<file path="src/rtl/seg_pkg.sv">
// Shared constants for the seven-segment scan controller: segment bit order,
// the dark pattern and the active-low hex decode table.
package seg_pkg;

    localparam int unsigned SEG_A_BIT  = 7;
    localparam int unsigned SEG_B_BIT  = 6;
    localparam int unsigned SEG_C_BIT  = 5;
    localparam int unsigned SEG_D_BIT  = 4;
    localparam int unsigned SEG_E_BIT  = 3;
    localparam int unsigned SEG_F_BIT  = 2;
    localparam int unsigned SEG_G_BIT  = 1;
    localparam int unsigned SEG_DP_BIT = 0;

    localparam logic [7:0] SEG_OFF = 8'hFF;

    // Active-low {a..g, dp}; dp is dark in every entry and patched in later.
    localparam logic [7:0] SEG_TABLE [16] = '{
        8'h03, 8'h9F, 8'h25, 8'h0D, 8'h99, 8'h49, 8'h41, 8'h1F,
        8'h01, 8'h09, 8'h11, 8'hC1, 8'h63, 8'h85, 8'h61, 8'h71
    };

endpackage

</file>
<file path="src/rtl/seg_hex_decode.sv">
// Combinational hex nibble to active-low a..g segment decoder.
module seg_hex_decode
    import seg_pkg::*;
(
    input  logic [3:0] nibble_i,
    output logic [6:0] seg_o
);

    logic [7:0] entry;

    always_comb begin
        entry = SEG_TABLE[nibble_i];
        seg_o = entry[SEG_A_BIT:SEG_G_BIT];
    end

endmodule

</file>
<file path="src/rtl/seg_scan_ctrl.sv">
// Multiplexed seven-segment scanner: prescaler, digit index, blink phase and
// registered anode/cathode outputs, with leading-zero suppression.
module seg_scan_ctrl
    import seg_pkg::*;
#(
    parameter int unsigned DIGITS    = 8,
    parameter int unsigned SCAN_DIV  = 100000,
    parameter int unsigned BLINK_DIV = 64
) (
    input  logic                  cp,
    input  logic                  rst,
    input  logic                  en,
    input  logic [4*DIGITS-1:0]   value,
    input  logic [DIGITS-1:0]     dp,
    input  logic [DIGITS-1:0]     blank,
    input  logic [DIGITS-1:0]     blink,
    input  logic                  lz_suppress,
    output logic [DIGITS-1:0]     anodes,
    output logic [7:0]            cathnodes,
    output logic                  frame_tick
);

    localparam int unsigned PCNT_W = $clog2(SCAN_DIV);
    localparam int unsigned IDX_W  = $clog2(DIGITS);
    localparam int unsigned FCNT_W = (BLINK_DIV > 1) ? $clog2(BLINK_DIV) : 1;

    logic [PCNT_W-1:0] pcnt_q, pcnt_d;
    logic [IDX_W-1:0]  idx_q, idx_d;
    logic [FCNT_W-1:0] fcnt_q, fcnt_d;
    logic              bphase_q, bphase_d;
    logic [DIGITS-1:0] anodes_q, anodes_d;
    logic [7:0]        cath_q, cath_d;
    logic              ftick_q, ftick_d;

    logic              slot;
    logic [IDX_W-1:0]  idx_nxt;
    logic [3:0]        nib_sel;
    logic [6:0]        seg_sel;
    logic              any_nz;
    logic              off;
    logic              lz;
    logic [7:0]        pattern;

    assign slot    = en && (pcnt_q == PCNT_W'(SCAN_DIV - 1));
    assign idx_nxt = (idx_q == IDX_W'(DIGITS - 1)) ? '0 : idx_q + IDX_W'(1);
    assign nib_sel = value[{idx_nxt, 2'b00} +: 4];

    seg_hex_decode u_decode (
        .nibble_i (nib_sel),
        .seg_o    (seg_sel)
    );

    // Pattern for the digit about to be selected, built from this cycle's inputs.
    always_comb begin
        any_nz = 1'b0;
        for (int k = 0; k < int'(DIGITS); k++) begin
            if (k >= int'(idx_nxt) && value[4*k +: 4] != 4'h0) begin
                any_nz = 1'b1;
            end
        end
        off = blank[idx_nxt] || (blink[idx_nxt] && bphase_q);
        lz  = lz_suppress && (idx_nxt != '0) && !any_nz;
        if (off) begin
            pattern = SEG_OFF;
        end else if (lz) begin
            pattern = SEG_OFF;
            pattern[SEG_DP_BIT] = ~dp[idx_nxt];
        end else begin
            pattern = {seg_sel, 1'b1};
            pattern[SEG_DP_BIT] = ~dp[idx_nxt];
        end
    end

    always_comb begin
        pcnt_d   = pcnt_q;
        idx_d    = idx_q;
        fcnt_d   = fcnt_q;
        bphase_d = bphase_q;
        anodes_d = anodes_q;
        cath_d   = cath_q;
        ftick_d  = 1'b0;
        if (!en) begin
            anodes_d = '1;
            cath_d   = SEG_OFF;
        end else begin
            pcnt_d = slot ? '0 : pcnt_q + PCNT_W'(1);
            if (slot) begin
                idx_d    = idx_nxt;
                anodes_d = ~(DIGITS'(1) << idx_nxt);
                cath_d   = pattern;
                if (idx_nxt == '0) begin
                    ftick_d = 1'b1;
                    if (fcnt_q == FCNT_W'(BLINK_DIV - 1)) begin
                        fcnt_d   = '0;
                        bphase_d = ~bphase_q;
                    end else begin
                        fcnt_d = fcnt_q + FCNT_W'(1);
                    end
                end
            end
        end
    end

    always_ff @(posedge cp) begin
        if (rst) begin
            pcnt_q   <= '0;
            idx_q    <= IDX_W'(DIGITS - 1);
            fcnt_q   <= '0;
            bphase_q <= 1'b0;
            anodes_q <= '1;
            cath_q   <= SEG_OFF;
            ftick_q  <= 1'b0;
        end else begin
            pcnt_q   <= pcnt_d;
            idx_q    <= idx_d;
            fcnt_q   <= fcnt_d;
            bphase_q <= bphase_d;
            anodes_q <= anodes_d;
            cath_q   <= cath_d;
            ftick_q  <= ftick_d;
        end
    end

    assign anodes     = anodes_q;
    assign cathnodes  = cath_q;
    assign frame_tick = ftick_q;

endmodule

</file>
<file path="config.mk">
export PLATFORM = sky130hd
export DESIGN_NAME = seg_scan_ctrl
export DESIGN_NICKNAME = d
export VERILOG_FILES = /design/src/rtl/seg_pkg.sv /design/src/rtl/seg_hex_decode.sv /design/src/rtl/seg_scan_ctrl.sv
export SDC_FILE = /design/constraint.sdc
export NUM_CORES = 1
export LEC_CHECK = 0
export CORE_MARGIN = 1.5
export CORE_UTILIZATION = 50
export DETAILED_ROUTE_END_ITERATION = 8
export PLACE_DENSITY = 0.94
export SLEW_MARGIN = 40
export SYNTH_ARGS = -nofsm -noshare
export SYNTH_HDL_FRONTEND = slang
export SYNTH_SLANG_ARGS = --single-unit
</file>
<file path="constraint.sdc">
create_clock -name cp -period 5.56 [get_ports cp]
set_input_delay 1.112 -clock cp [delete_from_list [all_inputs] [get_ports cp]]
set_output_delay 1.112 -clock cp [all_outputs]
set_load 0.01 [all_outputs]
</file>
==> impl_metrics.xml, run 1 <==
<?xml version="1.0" encoding="UTF-8"?>
<metrics>
  <group name="status">
    <metric name="outcome" unit="">completed</metric>
  </group>
  <group name="timing">
    <metric name="finClkSkew" unit="ns">0.01011</metric>
    <metric name="max_slew.worst_pin.slew" unit="ns">0.7943</metric>
    <metric name="final-max-slew-violation-count" unit="">0</metric>
    <metric name="grt_setup_unrepaired" unit="">false</metric>
    <metric name="relSlewSlack" unit="">0.4705</metric>
    <metric name="setup_viol" unit="">0</metric>
    <metric name="timing.final.crit_share" unit="">0.6252</metric>
    <metric name="maxClockFrequency" unit="MHz">287.7</metric>
    <metric name="hold_ws" unit="ns">0.4819</metric>
    <metric name="report.final.hold_viol_count" unit="">0</metric>
    <metric name="final.setup.tns" unit="ns">0</metric>
    <metric name="final_critical_period" unit="ns">3.476</metric>
  </group>
  <group name="final_layout">
    <metric name="layout-drive-gt1-share" unit="">0.06780</metric>
    <metric name="area_growth" unit="%">30.98</metric>
    <metric name="final_area" unit="um2">3576</metric>
    <metric name="antenna_cells_inserted" unit="">0</metric>
    <metric name="finalCoreUtilization" unit="">0.6913</metric>
    <metric name="fillerInstances" unit="">382</metric>
    <metric name="final_nets" unit="">426</metric>
  </group>
  <group name="setup_path">
    <metric name="required" unit="ns">5.76</metric>
    <metric name="critical_path.max_stage_delay" unit="ns">0.64</metric>
    <metric name="timing.setup.critical_path_class" unit="">reg -&gt; reg</metric>
    <metric name="worstSetupStartpointType" unit="">flop</metric>
    <metric name="critical-path-slowest-cell" unit="">sky130_fd_sc_hd__mux4_1</metric>
    <metric name="cp-end-kind" unit="">flop</metric>
    <metric name="critical_path.reg2reg.endpoint" unit="">cathnodes[1]</metric>
    <metric name="timing.reg2reg.worst_path_depth" unit="">10</metric>
    <metric name="crit_chain" unit="">ha_1, ha_2, nor2_4, mux4_1, mux2i_1, inv_1, ha_1, mux2_2, a22o_1, o22a_1</metric>
    <metric name="cp_bufs_invs" unit="">1</metric>
    <metric name="worst_case_register_to_register_setup_slack" unit="ns">2.08</metric>
    <metric name="family_with_the_most_delay_on_the_worst_path" unit="">multiplexers</metric>
    <metric name="timing.rr.start" unit="">idx_q[0]</metric>
    <metric name="critical_path.endpoint" unit="">cathnodes[1]</metric>
    <metric name="critical_path_depth" unit="">10</metric>
    <metric name="critPathMaxFanout" unit="">18</metric>
    <metric name="critPathMostFrequentCell" unit="">sky130_fd_sc_hd__ha_1</metric>
    <metric name="timing.critical_path.arrival" unit="ns">3.67</metric>
    <metric name="cp-startpoint" unit="">idx_q[0]</metric>
  </group>
  <group name="clock_network">
    <metric name="clock_tree.buffer_depth" unit="">2</metric>
    <metric name="cts_tree" unit="">done</metric>
    <metric name="clock_buffer_count_from_cts" unit="">5</metric>
    <metric name="clk_pin_slew_worst_paths" unit="ns">0.08</metric>
    <metric name="cts_sinks" unit="">44</metric>
    <metric name="worstSkewPairLatency" unit="ns">0.30</metric>
    <metric name="post_cts_buffers" unit="">0</metric>
    <metric name="hold_buffers" unit="">0</metric>
    <metric name="quantity_of_gates_resized_following_cts" unit="">0</metric>
    <metric name="htreeDepth" unit="">2</metric>
    <metric name="clock-root-buffer" unit="">sky130_fd_sc_hd__clkbuf_8</metric>
  </group>
  <group name="power">
    <metric name="comb_power_share" unit="">0.149</metric>
    <metric name="sequentialPowerShare" unit="">0.525</metric>
    <metric name="clock_power_share" unit="">0.326</metric>
    <metric name="p_switching" unit="W">0.0001425</metric>
    <metric name="worst_ir_drop_vdd" unit="mV">0.1982</metric>
    <metric name="internal_power" unit="W">0.0004615</metric>
    <metric name="leakage" unit="nW">1.281</metric>
    <metric name="design_power_total" unit="W">0.0006040</metric>
    <metric name="power_density" unit="nW/um2">168.9</metric>
    <metric name="power.switching_fraction" unit="">0.2360</metric>
  </group>
  <group name="synth">
    <metric name="syn_area" unit="um2">2730</metric>
    <metric name="post_synth.cell_area_avg" unit="um2">9.480</metric>
    <metric name="yosysSeqAreaShare" unit="">0.3226</metric>
    <metric name="syn-instance-count" unit="">288</metric>
    <metric name="async_flop_share" unit="">0</metric>
    <metric name="post_synth_num_cell_types" unit="">59</metric>
    <metric name="synth.ff_latch_count" unit="">44</metric>
    <metric name="synth_enable_flop_cells" unit="">0</metric>
    <metric name="syn_nets" unit="">361</metric>
    <metric name="synth.yosys.warnings" unit="">0</metric>
    <metric name="synth-main-ff-cell" unit="">sky130_fd_sc_hd__dfxtp_1</metric>
  </group>
  <group name="floorplanning">
    <metric name="rows" unit="">26</metric>
    <metric name="design.portCount" unit="">77</metric>
    <metric name="die_y" unit="um">76.90</metric>
    <metric name="dieArea" unit="um2">5913</metric>
    <metric name="placeableCoreArea" unit="um2">5172</metric>
    <metric name="die-width" unit="um">76.90</metric>
    <metric name="initial_core_util" unit="">0.5278</metric>
  </group>
  <group name="drt">
    <metric name="route.vias.total" unit="">2544</metric>
    <metric name="post_drt_wl_per_cell" unit="um">17.25</metric>
    <metric name="wirelength" unit="um">7313</metric>
    <metric name="detail_route.drc_violations" unit="">0</metric>
    <metric name="drt-pass1-iter-count" unit="">6</metric>
    <metric name="drtIter0Drc" unit="">322</metric>
    <metric name="drt.antenna.violating_nets" unit="">0</metric>
    <metric name="vias_per_cell" unit="">6.000</metric>
  </group>
  <group name="global_route">
    <metric name="grtUsageTotal" unit="">0.2577</metric>
    <metric name="first_global_vias" unit="">2477</metric>
    <metric name="grt_max_degree" unit="">29</metric>
    <metric name="grt_first_pass_wirelength" unit="um">12250</metric>
    <metric name="antenna_found_initial" unit="">0</metric>
    <metric name="globalRoute.totalOverflow" unit="">0</metric>
  </group>
  <group name="hold_path">
    <metric name="holdCritPathClass" unit="">reg -&gt; reg</metric>
  </group>
  <group name="placement">
    <metric name="dp_hpwl" unit="um">5679</metric>
    <metric name="postPlaceCellArea" unit="um2">3491</metric>
    <metric name="io_buffer_count" unit="">76</metric>
    <metric name="gp_congestion" unit="">0.9125</metric>
  </group>
  <group name="run">
    <metric name="drv_cap" unit="">0</metric>
  </group>
</metrics>
==> layout by cell type, fill, tap and decap left out, types with 3 or more instances in the layout <==
cell type	instances
sky130_fd_sc_hd__nor2_1	33
sky130_fd_sc_hd__nand4_1	6
sky130_fd_sc_hd__clkbuf_8	5
sky130_fd_sc_hd__clkdlybuf4s50_1	76
sky130_fd_sc_hd__ha_1	12
sky130_fd_sc_hd__and4_1	5
sky130_fd_sc_hd__o21ai_1	6
sky130_fd_sc_hd__a211o_1	3
sky130_fd_sc_hd__dfxtp_1	44
sky130_fd_sc_hd__xor2_1	13
sky130_fd_sc_hd__nor3_1	6
sky130_fd_sc_hd__o22ai_1	3
sky130_fd_sc_hd__mux2i_1	9
sky130_fd_sc_hd__inv_1	9
sky130_fd_sc_hd__nand3b_1	3
sky130_fd_sc_hd__o22a_1	8
sky130_fd_sc_hd__nand2_1	21
sky130_fd_sc_hd__nor4_1	9
sky130_fd_sc_hd__nand3_1	7
sky130_fd_sc_hd__mux4_1	4
sky130_fd_sc_hd__mux4_2	8
sky130_fd_sc_hd__a21oi_1	7
sky130_fd_sc_hd__xnor2_1	6
==> stage by stage <==
| stage | cells | setup slack [ns] |
|---|---|---|
| 4_1_cts | 424 | 2.068 |
| 3_3_place_gp | 416 | 2.118 |
| 6_report | 424 | 2.084 |
| 5_1_grt | 424 | 1.852 |
| 2_1_floorplan | 288 | 2.601 |
| 3_5_place_dp | 416 | 2.015 |
==> layout make-up <==
cell class,count,area (um2),share of cell area
clock inverter,1,8.758,0.002449
multi-input combinational,217,1728,0.4832
clock buffer,7,76.32,0.02134
timing repair buffer,76,760.7,0.2127
sequential,44,880.8,0.2463
inverter,9,33.78,0.009447
tap,70,87.58,0.02449
==> how the worst min path moves through the flow <==
stage,start,to,depth (start not counted)
2_1_floorplan,pcnt_q[10],pcnt_q[10],2
3_3_place_gp,anodes[0],anodes[0],2
3_5_place_dp,anodes[2],anodes[2],2
4_1_cts,anodes[0],anodes[0],2
5_1_grt,anodes[5],anodes[5],1
6_report,anodes[5],anodes[5],1
==> cell usage after synthesis (3+ instances only) <==
library cell / n / area [um2]
sky130_fd_sc_hd__dfxtp_1: 44 / 880.8
sky130_fd_sc_hd__nor2_1: 33 / 123.9
sky130_fd_sc_hd__nand2_1: 21 / 78.83
sky130_fd_sc_hd__ha_1: 13 / 162.7
sky130_fd_sc_hd__xor2_1: 13 / 113.9
sky130_fd_sc_hd__mux2i_1: 10 / 100.1
sky130_fd_sc_hd__inv_1: 9 / 33.78
sky130_fd_sc_hd__nor4_1: 9 / 56.30
sky130_fd_sc_hd__clkbuf_1: 8 / 30.03
sky130_fd_sc_hd__mux4_2: 8 / 180.2
sky130_fd_sc_hd__o22a_1: 8 / 70.07
sky130_fd_sc_hd__a21oi_1: 7 / 35.03
sky130_fd_sc_hd__nand3_1: 7 / 35.03
sky130_fd_sc_hd__buf_2: 6 / 30.03
sky130_fd_sc_hd__nand4_1: 6 / 37.54
sky130_fd_sc_hd__nor3_1: 6 / 30.03
sky130_fd_sc_hd__o21ai_1: 6 / 30.03
sky130_fd_sc_hd__xnor2_1: 6 / 52.55
sky130_fd_sc_hd__and4_1: 5 / 43.79
sky130_fd_sc_hd__mux4_1: 4 / 105.1
sky130_fd_sc_hd__a211o_1: 3 / 26.28
sky130_fd_sc_hd__nand3b_1: 3 / 22.52
sky130_fd_sc_hd__o22ai_1: 3 / 18.77
==> registers in the layout (all words and copies together) (netlist names) <==
name	flops
bphase_q	1
idx_q	3
cathnodes	8
fcnt_q	6
anodes	8
frame_tick	1
pcnt_q	17
==> routing by layer <==
layer / part of all wire / vias to the layer above / GRT usage / wire [um]
met3: 0.069 / 14 / 0.04286 / 508
met4: 0.019 / 0 / 0.07037 / 137
met2: 0.49 / 113 / 0.4283 / 3592
met5: 0 / - / 0 / 0
met1: 0.42 / 1220 / 0.3447 / 3075
li1: - / 1197 / - / -
==> power by group through the flow <==
stage               combinational (W)  sequential, W  clock (W)
floorplan                   0.0000364       0.000324          0
global placement            0.0000843       0.000324          0
detailed placement          0.0000881       0.000324          0
CTS                         0.0000886       0.000317   0.000200
global route                0.0000956       0.000317   0.000214
finish                      0.0000901       0.000317   0.000197
==> cell families (layout without fill, tap and decap cells) <==
group                    after synthesis  after routing  synth area share
buffers and inverters                 27             93           0.04675
XOR/XNOR                              19             19           0.06095
flip-flops                            44             44            0.3226
multiplexers                          26             26            0.1659
AO/OA/AOI/OAI                         51             51            0.1393
AND/OR/NAND/NOR                      108            108            0.2049
adder cells (fa/ha/maj)               13             13           0.05958
Power figures use the tool's default switching activity.
==> run 2: changes to the inputs <==
--- a/config.mk
+++ b/config.mk
@@ -6,9 +6,9 @@
 export NUM_CORES = 1
 export LEC_CHECK = 0
 export CORE_MARGIN = 1.5
-export CORE_UTILIZATION = 50
+export CORE_UTILIZATION = 48
 export DETAILED_ROUTE_END_ITERATION = 8
-export PLACE_DENSITY = 0.94
+export PLACE_DENSITY = 0.91
 export SLEW_MARGIN = 40
 export SYNTH_ARGS = -nofsm -noshare
 export SYNTH_HDL_FRONTEND = slang
==> constraint.sdc (replaced) <==
create_clock -name cp -period 3.5 [get_ports cp]
set_input_delay 0.7 -clock cp [delete_from_list [all_inputs] [get_ports cp]]
set_output_delay 0.7 -clock cp [all_outputs]
set_load 0.01 [all_outputs]
==> run 2 against run 1 <==
Via count decreased by 0.71%. Critical path type unchanged. Critical path depth stayed put. Worst setup slack worse by 1.7 ns. Worst hold slack improved by 0.0055 ns. Register-to-register slack worse by 1.7 ns. Sequential cell count unchanged. Design area increased by 2.7%. Utilization down 2.5 points.
==> impl_metrics.xml, run 2 (same netlist as run 1, synthesis figures left out) <==
<?xml version="1.0" encoding="UTF-8"?>
<metrics>
  <group name="status">
    <metric name="outcome" unit="">completed</metric>
  </group>
  <group name="clock_network">
    <metric name="htreeDepth" unit="">2</metric>
    <metric name="clk_pin_slew_worst_paths" unit="ns">0.09</metric>
    <metric name="clock_tree.buffer_depth" unit="">2</metric>
    <metric name="clock_buffer_count_from_cts" unit="">5</metric>
    <metric name="quantity_of_gates_resized_following_cts" unit="">0</metric>
    <metric name="cts_tree" unit="">done</metric>
    <metric name="worstSkewPairLatency" unit="ns">0.31</metric>
    <metric name="post_cts_buffers" unit="">0</metric>
    <metric name="clock-root-buffer" unit="">sky130_fd_sc_hd__clkbuf_8</metric>
    <metric name="cts_sinks" unit="">44</metric>
    <metric name="hold_buffers" unit="">0</metric>
  </group>
  <group name="global_route">
    <metric name="first_global_vias" unit="">2549</metric>
    <metric name="grt_first_pass_wirelength" unit="um">12370</metric>
    <metric name="grt_max_degree" unit="">21</metric>
    <metric name="globalRoute.totalOverflow" unit="">0</metric>
    <metric name="grtUsageTotal" unit="">0.2582</metric>
    <metric name="antenna_found_initial" unit="">0</metric>
  </group>
  <group name="floorplanning">
    <metric name="rows" unit="">27</metric>
    <metric name="die_y" unit="um">78.42</metric>
    <metric name="placeableCoreArea" unit="um2">5507</metric>
    <metric name="dieArea" unit="um2">6149</metric>
    <metric name="die-width" unit="um">78.42</metric>
    <metric name="design.portCount" unit="">77</metric>
    <metric name="initial_core_util" unit="">0.4958</metric>
  </group>
  <group name="setup_path">
    <metric name="critPathMaxFanout" unit="">10</metric>
    <metric name="critical-path-slowest-cell" unit="">sky130_fd_sc_hd__mux4_1</metric>
    <metric name="timing.critical_path.arrival" unit="ns">3.37</metric>
    <metric name="critPathMostFrequentCell" unit="">sky130_fd_sc_hd__ha_1</metric>
    <metric name="timing.setup.critical_path_class" unit="">reg -&gt; reg</metric>
    <metric name="required" unit="ns">3.71</metric>
    <metric name="family_with_the_most_delay_on_the_worst_path" unit="">multiplexers</metric>
    <metric name="crit_chain" unit="">ha_1, ha_1, nor2_4, mux4_1, mux2i_4, inv_1, ha_1, mux2_2, a22o_1, o22a_1</metric>
    <metric name="critical_path.max_stage_delay" unit="ns">0.68</metric>
    <metric name="critical_path_depth" unit="">10</metric>
    <metric name="worstSetupStartpointType" unit="">flop</metric>
    <metric name="timing.reg2reg.worst_path_depth" unit="">10</metric>
    <metric name="cp-end-kind" unit="">flop</metric>
    <metric name="cp_bufs_invs" unit="">1</metric>
  </group>
  <group name="drt">
    <metric name="detail_route.drc_violations" unit="">0</metric>
    <metric name="vias_per_cell" unit="">5.807</metric>
    <metric name="route.vias.total" unit="">2526</metric>
    <metric name="post_drt_wl_per_cell" unit="um">17.32</metric>
    <metric name="drt.antenna.violating_nets" unit="">0</metric>
    <metric name="drt-pass1-iter-count" unit="">4</metric>
    <metric name="wirelength" unit="um">7534</metric>
    <metric name="drtIter0Drc" unit="">174</metric>
  </group>
  <group name="timing">
    <metric name="grt_setup_unrepaired" unit="">false</metric>
    <metric name="final-max-slew-violation-count" unit="">0</metric>
    <metric name="final_critical_period" unit="ns">3.160</metric>
    <metric name="hold_ws" unit="ns">0.4874</metric>
    <metric name="final.setup.tns" unit="ns">0</metric>
    <metric name="setup_viol" unit="">0</metric>
    <metric name="relSlewSlack" unit="">0.5851</metric>
    <metric name="max_slew.worst_pin.slew" unit="ns">0.6167</metric>
    <metric name="finClkSkew" unit="ns">0.006950</metric>
    <metric name="timing.final.crit_share" unit="">0.9029</metric>
    <metric name="post-route-worst-setup-slack" unit="ns">0.3397</metric>
    <metric name="report.final.hold_viol_count" unit="">0</metric>
    <metric name="maxClockFrequency" unit="MHz">316.4</metric>
  </group>
  <group name="final_layout">
    <metric name="ff_latch_area" unit="um2">880.8</metric>
    <metric name="finalCoreUtilization" unit="">0.6667</metric>
    <metric name="final_nets" unit="">435</metric>
    <metric name="layout-drive-gt1-share" unit="">0.09091</metric>
    <metric name="fillerInstances" unit="">413</metric>
    <metric name="largest_register_ff_count" unit="">17</metric>
    <metric name="most_common_cell_after_layout_fill_and_taps_aside" unit="">sky130_fd_sc_hd__clkdlybuf4s50_1</metric>
    <metric name="largest_register" unit="">pcnt_q</metric>
    <metric name="area_growth" unit="%">34.46</metric>
    <metric name="final_cell_mix" unit="">sky130_fd_sc_hd__clkdlybuf4s50_1 (76), sky130_fd_sc_hd__dfxtp_1 (44), sky130_fd_sc_hd__nor2_1 (33), sky130_fd_sc_hd__nand2_1 (21)</metric>
    <metric name="multiInputGateArea" unit="um2">1722</metric>
    <metric name="final_area" unit="um2">3671</metric>
    <metric name="antenna_cells_inserted" unit="">0</metric>
  </group>
  <group name="power">
    <metric name="leakage" unit="nW">1.342</metric>
    <metric name="power_density" unit="nW/um2">286.7</metric>
    <metric name="worst_ir_drop_vdd" unit="mV">0.3138</metric>
  </group>
  <group name="run">
    <metric name="drv_cap" unit="">0</metric>
  </group>
  <group name="hold_path">
    <metric name="timing.hold.worst_path_depth" unit="">2</metric>
    <metric name="holdCritPathClass" unit="">reg -&gt; reg</metric>
  </group>
  <group name="placement">
    <metric name="gp_congestion" unit="">0.9083</metric>
    <metric name="detailedPlace.worstSlack" unit="ns">0.3592</metric>
    <metric name="io_buffer_count" unit="">76</metric>
    <metric name="dp_hpwl" unit="um">5867</metric>
    <metric name="postPlaceCellArea" unit="um2">3555</metric>
  </group>
</metrics>
[run 2: worst paths after layout]
kind,startpoint,to,slack (ns)
setup / recovery,idx_q[0],cathnodes[1],0.34
hold / removal,anodes[0],anodes[0],0.49
setup reg to reg,idx_q[0],cathnodes[1],0.34
hold reg to reg,anodes[0],anodes[0],0.49
[run 2: metal layers]
metal	wire, um	up-vias	part of all wire	global-route usage
li1	-	1221	-	-
met1	3085	1215	0.41	0.2884
met2	3967	70	0.53	0.4791
met3	337	20	0.045	0.06395
met4	144	0	0.019	0.07857
met5	0	-	0	0
[run 2: where the power goes]
| part | switching, W | internal, W | leakage [nW] |
|---|---|---|---|
| registers | 0.00000183 | 0.000502 | 0.355 |
| logic | 0.0000550 | 0.0000908 | 0.929 |
| clock network | 0.000188 | 0.000215 | 0.0583 |
[run 2: final cells by class]
cell class / instances / share of cell area
Clock buffer: 5 / 0.01875
Clock inverter: 3 / 0.01295
Inverter: 9 / 0.009202
Multi-Input combinational cell: 217 / 0.4690
Timing Repair Buffer: 85 / 0.2256
Sequential cell: 44 / 0.2399
Tap cell: 72 / 0.02454
[run 2: per-stage QoR]
| stage | power, W | std cells |
|---|---|---|
| 2_1_floorplan | 0.0005727 | 288 |
| 3_3_place_gp | 0.0006562 | 427 |
| 3_5_place_dp | 0.0006590 | 427 |
| 4_1_cts | 0.001056 | 435 |
| 5_1_grt | 0.001095 | 435 |
| 6_report | 0.001052 | 435 |
[run 2: worst min-delay path, delay by kind of cell, from the launching register on]
family           cells  cell delay (ns)
flip-flops           1             0.34
AND/OR/NAND/NOR      2             0.12
==> run 3: changes to the inputs <==
--- a/config.mk
+++ b/config.mk
@@ -8,8 +8,9 @@
 export CORE_MARGIN = 1.5
 export CORE_UTILIZATION = 48
 export DETAILED_ROUTE_END_ITERATION = 8
+export GPL_TIMING_DRIVEN = 0
 export PLACE_DENSITY = 0.91
-export SLEW_MARGIN = 40
+export SLEW_MARGIN = 25
 export SYNTH_ARGS = -nofsm -noshare
 export SYNTH_HDL_FRONTEND = slang
 export SYNTH_SLANG_ARGS = --single-unit
==> run 3 against run 2 <==
Die area is the same. Utilization grew 0.20 points. First-iteration DRC count shrank 29%. Worst setup slack got worse by 0.17 ns. Critical endpoint unchanged.
==> impl_metrics.xml, run 3 (same netlist as run 1, synthesis figures left out) <==
<?xml version="1.0" encoding="UTF-8"?>
<metrics>
  <group name="status">
    <metric name="outcome" unit="">completed</metric>
  </group>
  <group name="global_route">
    <metric name="first_global_vias" unit="">2568</metric>
    <metric name="antenna_found_initial" unit="">0</metric>
    <metric name="globalRoute.totalOverflow" unit="">0</metric>
    <metric name="grtUsageTotal" unit="">0.2563</metric>
    <metric name="grt_max_degree" unit="">16</metric>
    <metric name="grt_first_pass_wirelength" unit="um">12210</metric>
  </group>
  <group name="setup_path">
    <metric name="timing.setup.critical_path_class" unit="">reg -&gt; reg</metric>
    <metric name="critical_path.reg2reg.endpoint" unit="">cathnodes[1]</metric>
    <metric name="cp-end-kind" unit="">flop</metric>
    <metric name="timing.rr.start" unit="">idx_q[0]</metric>
    <metric name="required" unit="ns">3.70</metric>
    <metric name="critical-path-slowest-cell" unit="">sky130_fd_sc_hd__ha_1</metric>
    <metric name="critical_path_depth" unit="">10</metric>
    <metric name="critPathMostFrequentCell" unit="">sky130_fd_sc_hd__ha_1</metric>
    <metric name="worst_case_register_to_register_setup_slack" unit="ns">0.17</metric>
    <metric name="critPathMaxFanout" unit="">10</metric>
    <metric name="timing.critical_path.arrival" unit="ns">3.53</metric>
    <metric name="cp_bufs_invs" unit="">2</metric>
    <metric name="crit_chain" unit="">ha_1, ha_1, buf_2, mux4_1, mux2i_1, inv_1, ha_1, mux2_2, a22o_1, o22a_1</metric>
    <metric name="timing.reg2reg.worst_path_depth" unit="">10</metric>
    <metric name="family_with_the_most_delay_on_the_worst_path" unit="">adder cells</metric>
    <metric name="critical_path.endpoint" unit="">cathnodes[1]</metric>
    <metric name="worstSetupStartpointType" unit="">flop</metric>
    <metric name="critical_path.max_stage_delay" unit="ns">0.55</metric>
    <metric name="cp-startpoint" unit="">idx_q[0]</metric>
  </group>
  <group name="drt">
    <metric name="post_drt_wl_per_cell" unit="um">16.94</metric>
    <metric name="drt.antenna.violating_nets" unit="">0</metric>
    <metric name="drtIter0Drc" unit="">123</metric>
    <metric name="vias_per_cell" unit="">5.801</metric>
    <metric name="drt-pass1-iter-count" unit="">4</metric>
    <metric name="wirelength" unit="um">7487</metric>
    <metric name="route.vias.total" unit="">2564</metric>
    <metric name="detail_route.drc_violations" unit="">0</metric>
  </group>
  <group name="floorplanning">
    <metric name="initial_core_util" unit="">0.4958</metric>
    <metric name="rows" unit="">27</metric>
    <metric name="design.portCount" unit="">77</metric>
    <metric name="die-width" unit="um">78.42</metric>
    <metric name="placeableCoreArea" unit="um2">5507</metric>
    <metric name="die_y" unit="um">78.42</metric>
    <metric name="dieArea" unit="um2">6149</metric>
  </group>
  <group name="power">
    <metric name="design_power_total" unit="W">0.001049</metric>
    <metric name="worst_ir_drop_vdd" unit="mV">0.2734</metric>
    <metric name="leakage" unit="nW">1.346</metric>
    <metric name="power_density" unit="nW/um2">284.9</metric>
  </group>
  <group name="clock_network">
    <metric name="post_cts_buffers" unit="">0</metric>
    <metric name="cts_tree" unit="">done</metric>
    <metric name="clock-root-buffer" unit="">sky130_fd_sc_hd__clkbuf_8</metric>
    <metric name="hold_buffers" unit="">0</metric>
    <metric name="htreeDepth" unit="">2</metric>
    <metric name="worstSkewPairLatency" unit="ns">0.31</metric>
    <metric name="quantity_of_gates_resized_following_cts" unit="">0</metric>
    <metric name="cts_sinks" unit="">44</metric>
    <metric name="clock_tree.buffer_depth" unit="">2</metric>
    <metric name="clock_buffer_count_from_cts" unit="">5</metric>
    <metric name="clk_pin_slew_worst_paths" unit="ns">0.08</metric>
  </group>
  <group name="placement">
    <metric name="detailedPlace.worstSlack" unit="ns">0.01158</metric>
    <metric name="io_buffer_count" unit="">75</metric>
    <metric name="dp_hpwl" unit="um">5808</metric>
    <metric name="postPlaceCellArea" unit="um2">3571</metric>
    <metric name="gp_congestion" unit="">0.9068</metric>
  </group>
  <group name="run">
    <metric name="drv_cap" unit="">0</metric>
  </group>
  <group name="final_layout">
    <metric name="largest_register" unit="">pcnt_q</metric>
    <metric name="final_area" unit="um2">3682</metric>
    <metric name="final_cell_mix" unit="">sky130_fd_sc_hd__clkdlybuf4s50_1 (75), sky130_fd_sc_hd__dfxtp_1 (44), sky130_fd_sc_hd__nor2_1 (33), sky130_fd_sc_hd__nand2_1 (21)</metric>
    <metric name="layout-drive-gt1-share" unit="">0.08919</metric>
    <metric name="area_growth" unit="%">34.88</metric>
    <metric name="fillerInstances" unit="">409</metric>
    <metric name="largest_register_ff_count" unit="">17</metric>
    <metric name="most_common_cell_after_layout_fill_and_taps_aside" unit="">sky130_fd_sc_hd__clkdlybuf4s50_1</metric>
    <metric name="antenna_cells_inserted" unit="">0</metric>
    <metric name="final_nets" unit="">442</metric>
  </group>
  <group name="timing">
    <metric name="maxClockFrequency" unit="MHz">300.0</metric>
    <metric name="report.final.hold_viol_count" unit="">0</metric>
    <metric name="post-route-worst-setup-slack" unit="ns">0.1668</metric>
    <metric name="setup_viol" unit="">0</metric>
    <metric name="relSlewSlack" unit="">0.6093</metric>
    <metric name="final-max-slew-violation-count" unit="">0</metric>
    <metric name="max_slew.worst_pin.slew" unit="ns">0.5807</metric>
    <metric name="grt_setup_unrepaired" unit="">false</metric>
    <metric name="timing.final.crit_share" unit="">0.9523</metric>
    <metric name="final_critical_period" unit="ns">3.333</metric>
    <metric name="final.setup.tns" unit="ns">0</metric>
    <metric name="finClkSkew" unit="ns">0.008448</metric>
  </group>
  <group name="hold_path">
    <metric name="holdCritPathClass" unit="">reg -&gt; reg</metric>
  </group>
</metrics>
==> run 3: cell types whose count changed in the layout (fill, tap and decap cells not counted) <==
cell | before | now
sky130_fd_sc_hd__clkinv_4 | 2 | 0
sky130_fd_sc_hd__buf_6 | 0 | 2
sky130_fd_sc_hd__buf_1 | 0 | 1
sky130_fd_sc_hd__buf_4 | 9 | 1
sky130_fd_sc_hd__inv_6 | 0 | 1
sky130_fd_sc_hd__clkinvlp_4 | 0 | 1
sky130_fd_sc_hd__buf_2 | 0 | 6
sky130_fd_sc_hd__clkdlybuf4s50_1 | 76 | 75
sky130_fd_sc_hd__clkbuf_1 | 0 | 7
==> run 3: layout make-up <==
class | instances | area, um2 | share of cell area
inverters | 9 | 33.78 | 0.009174
multi-input cells | 217 | 1722 | 0.4675
flip-flops and latches | 44 | 880.8 | 0.2392
well taps | 72 | 90.09 | 0.02446
repair buffers | 75 | 750.7 | 0.2039
clock inverters | 3 | 46.29 | 0.01257
clock buffers | 5 | 68.82 | 0.01869
plain buffers | 17 | 90.09 | 0.02446
==> run 3: per-layer routing <==
layer	GRT usage	wire [um]
met5	0	0
met4	0.08036	167
met3	0.05233	444
met2	0.4600	3752
met1	0.3056	3122
==> run 3: how the worst min path moves through the flow <==
stage,endpoint,slack (ns),startpoint,cells after the start
floorplan,pcnt_q[10],0.48,pcnt_q[10],2
CTS,cathnodes[7],0.49,cathnodes[7],1
finish,cathnodes[7],0.48,cathnodes[7],1
global route,cathnodes[7],0.50,cathnodes[7],1
detailed placement,cathnodes[7],0.47,cathnodes[7],1
global placement,anodes[0],0.45,anodes[0],2
==> run 3: power breakdown <==
group          internal, W  total, W  leakage [nW]  switching (W)
Sequential        0.000502  0.000504         0.355     0.00000177
Clock             0.000215  0.000399        0.0548       0.000184
Combinational    0.0000908  0.000146         0.936      0.0000556
==> run 3: stage by stage <==
step / std cells / util / hold slack (ns)
floorplan: 288 / - / 0.4794
global placement: 435 / 0.6485 / 0.4525
detailed placement: 435 / 0.6485 / 0.4694
CTS: 442 / 0.6687 / 0.4892
global route: 442 / 0.6687 / 0.4963
finish: 442 / 0.6687 / 0.4839
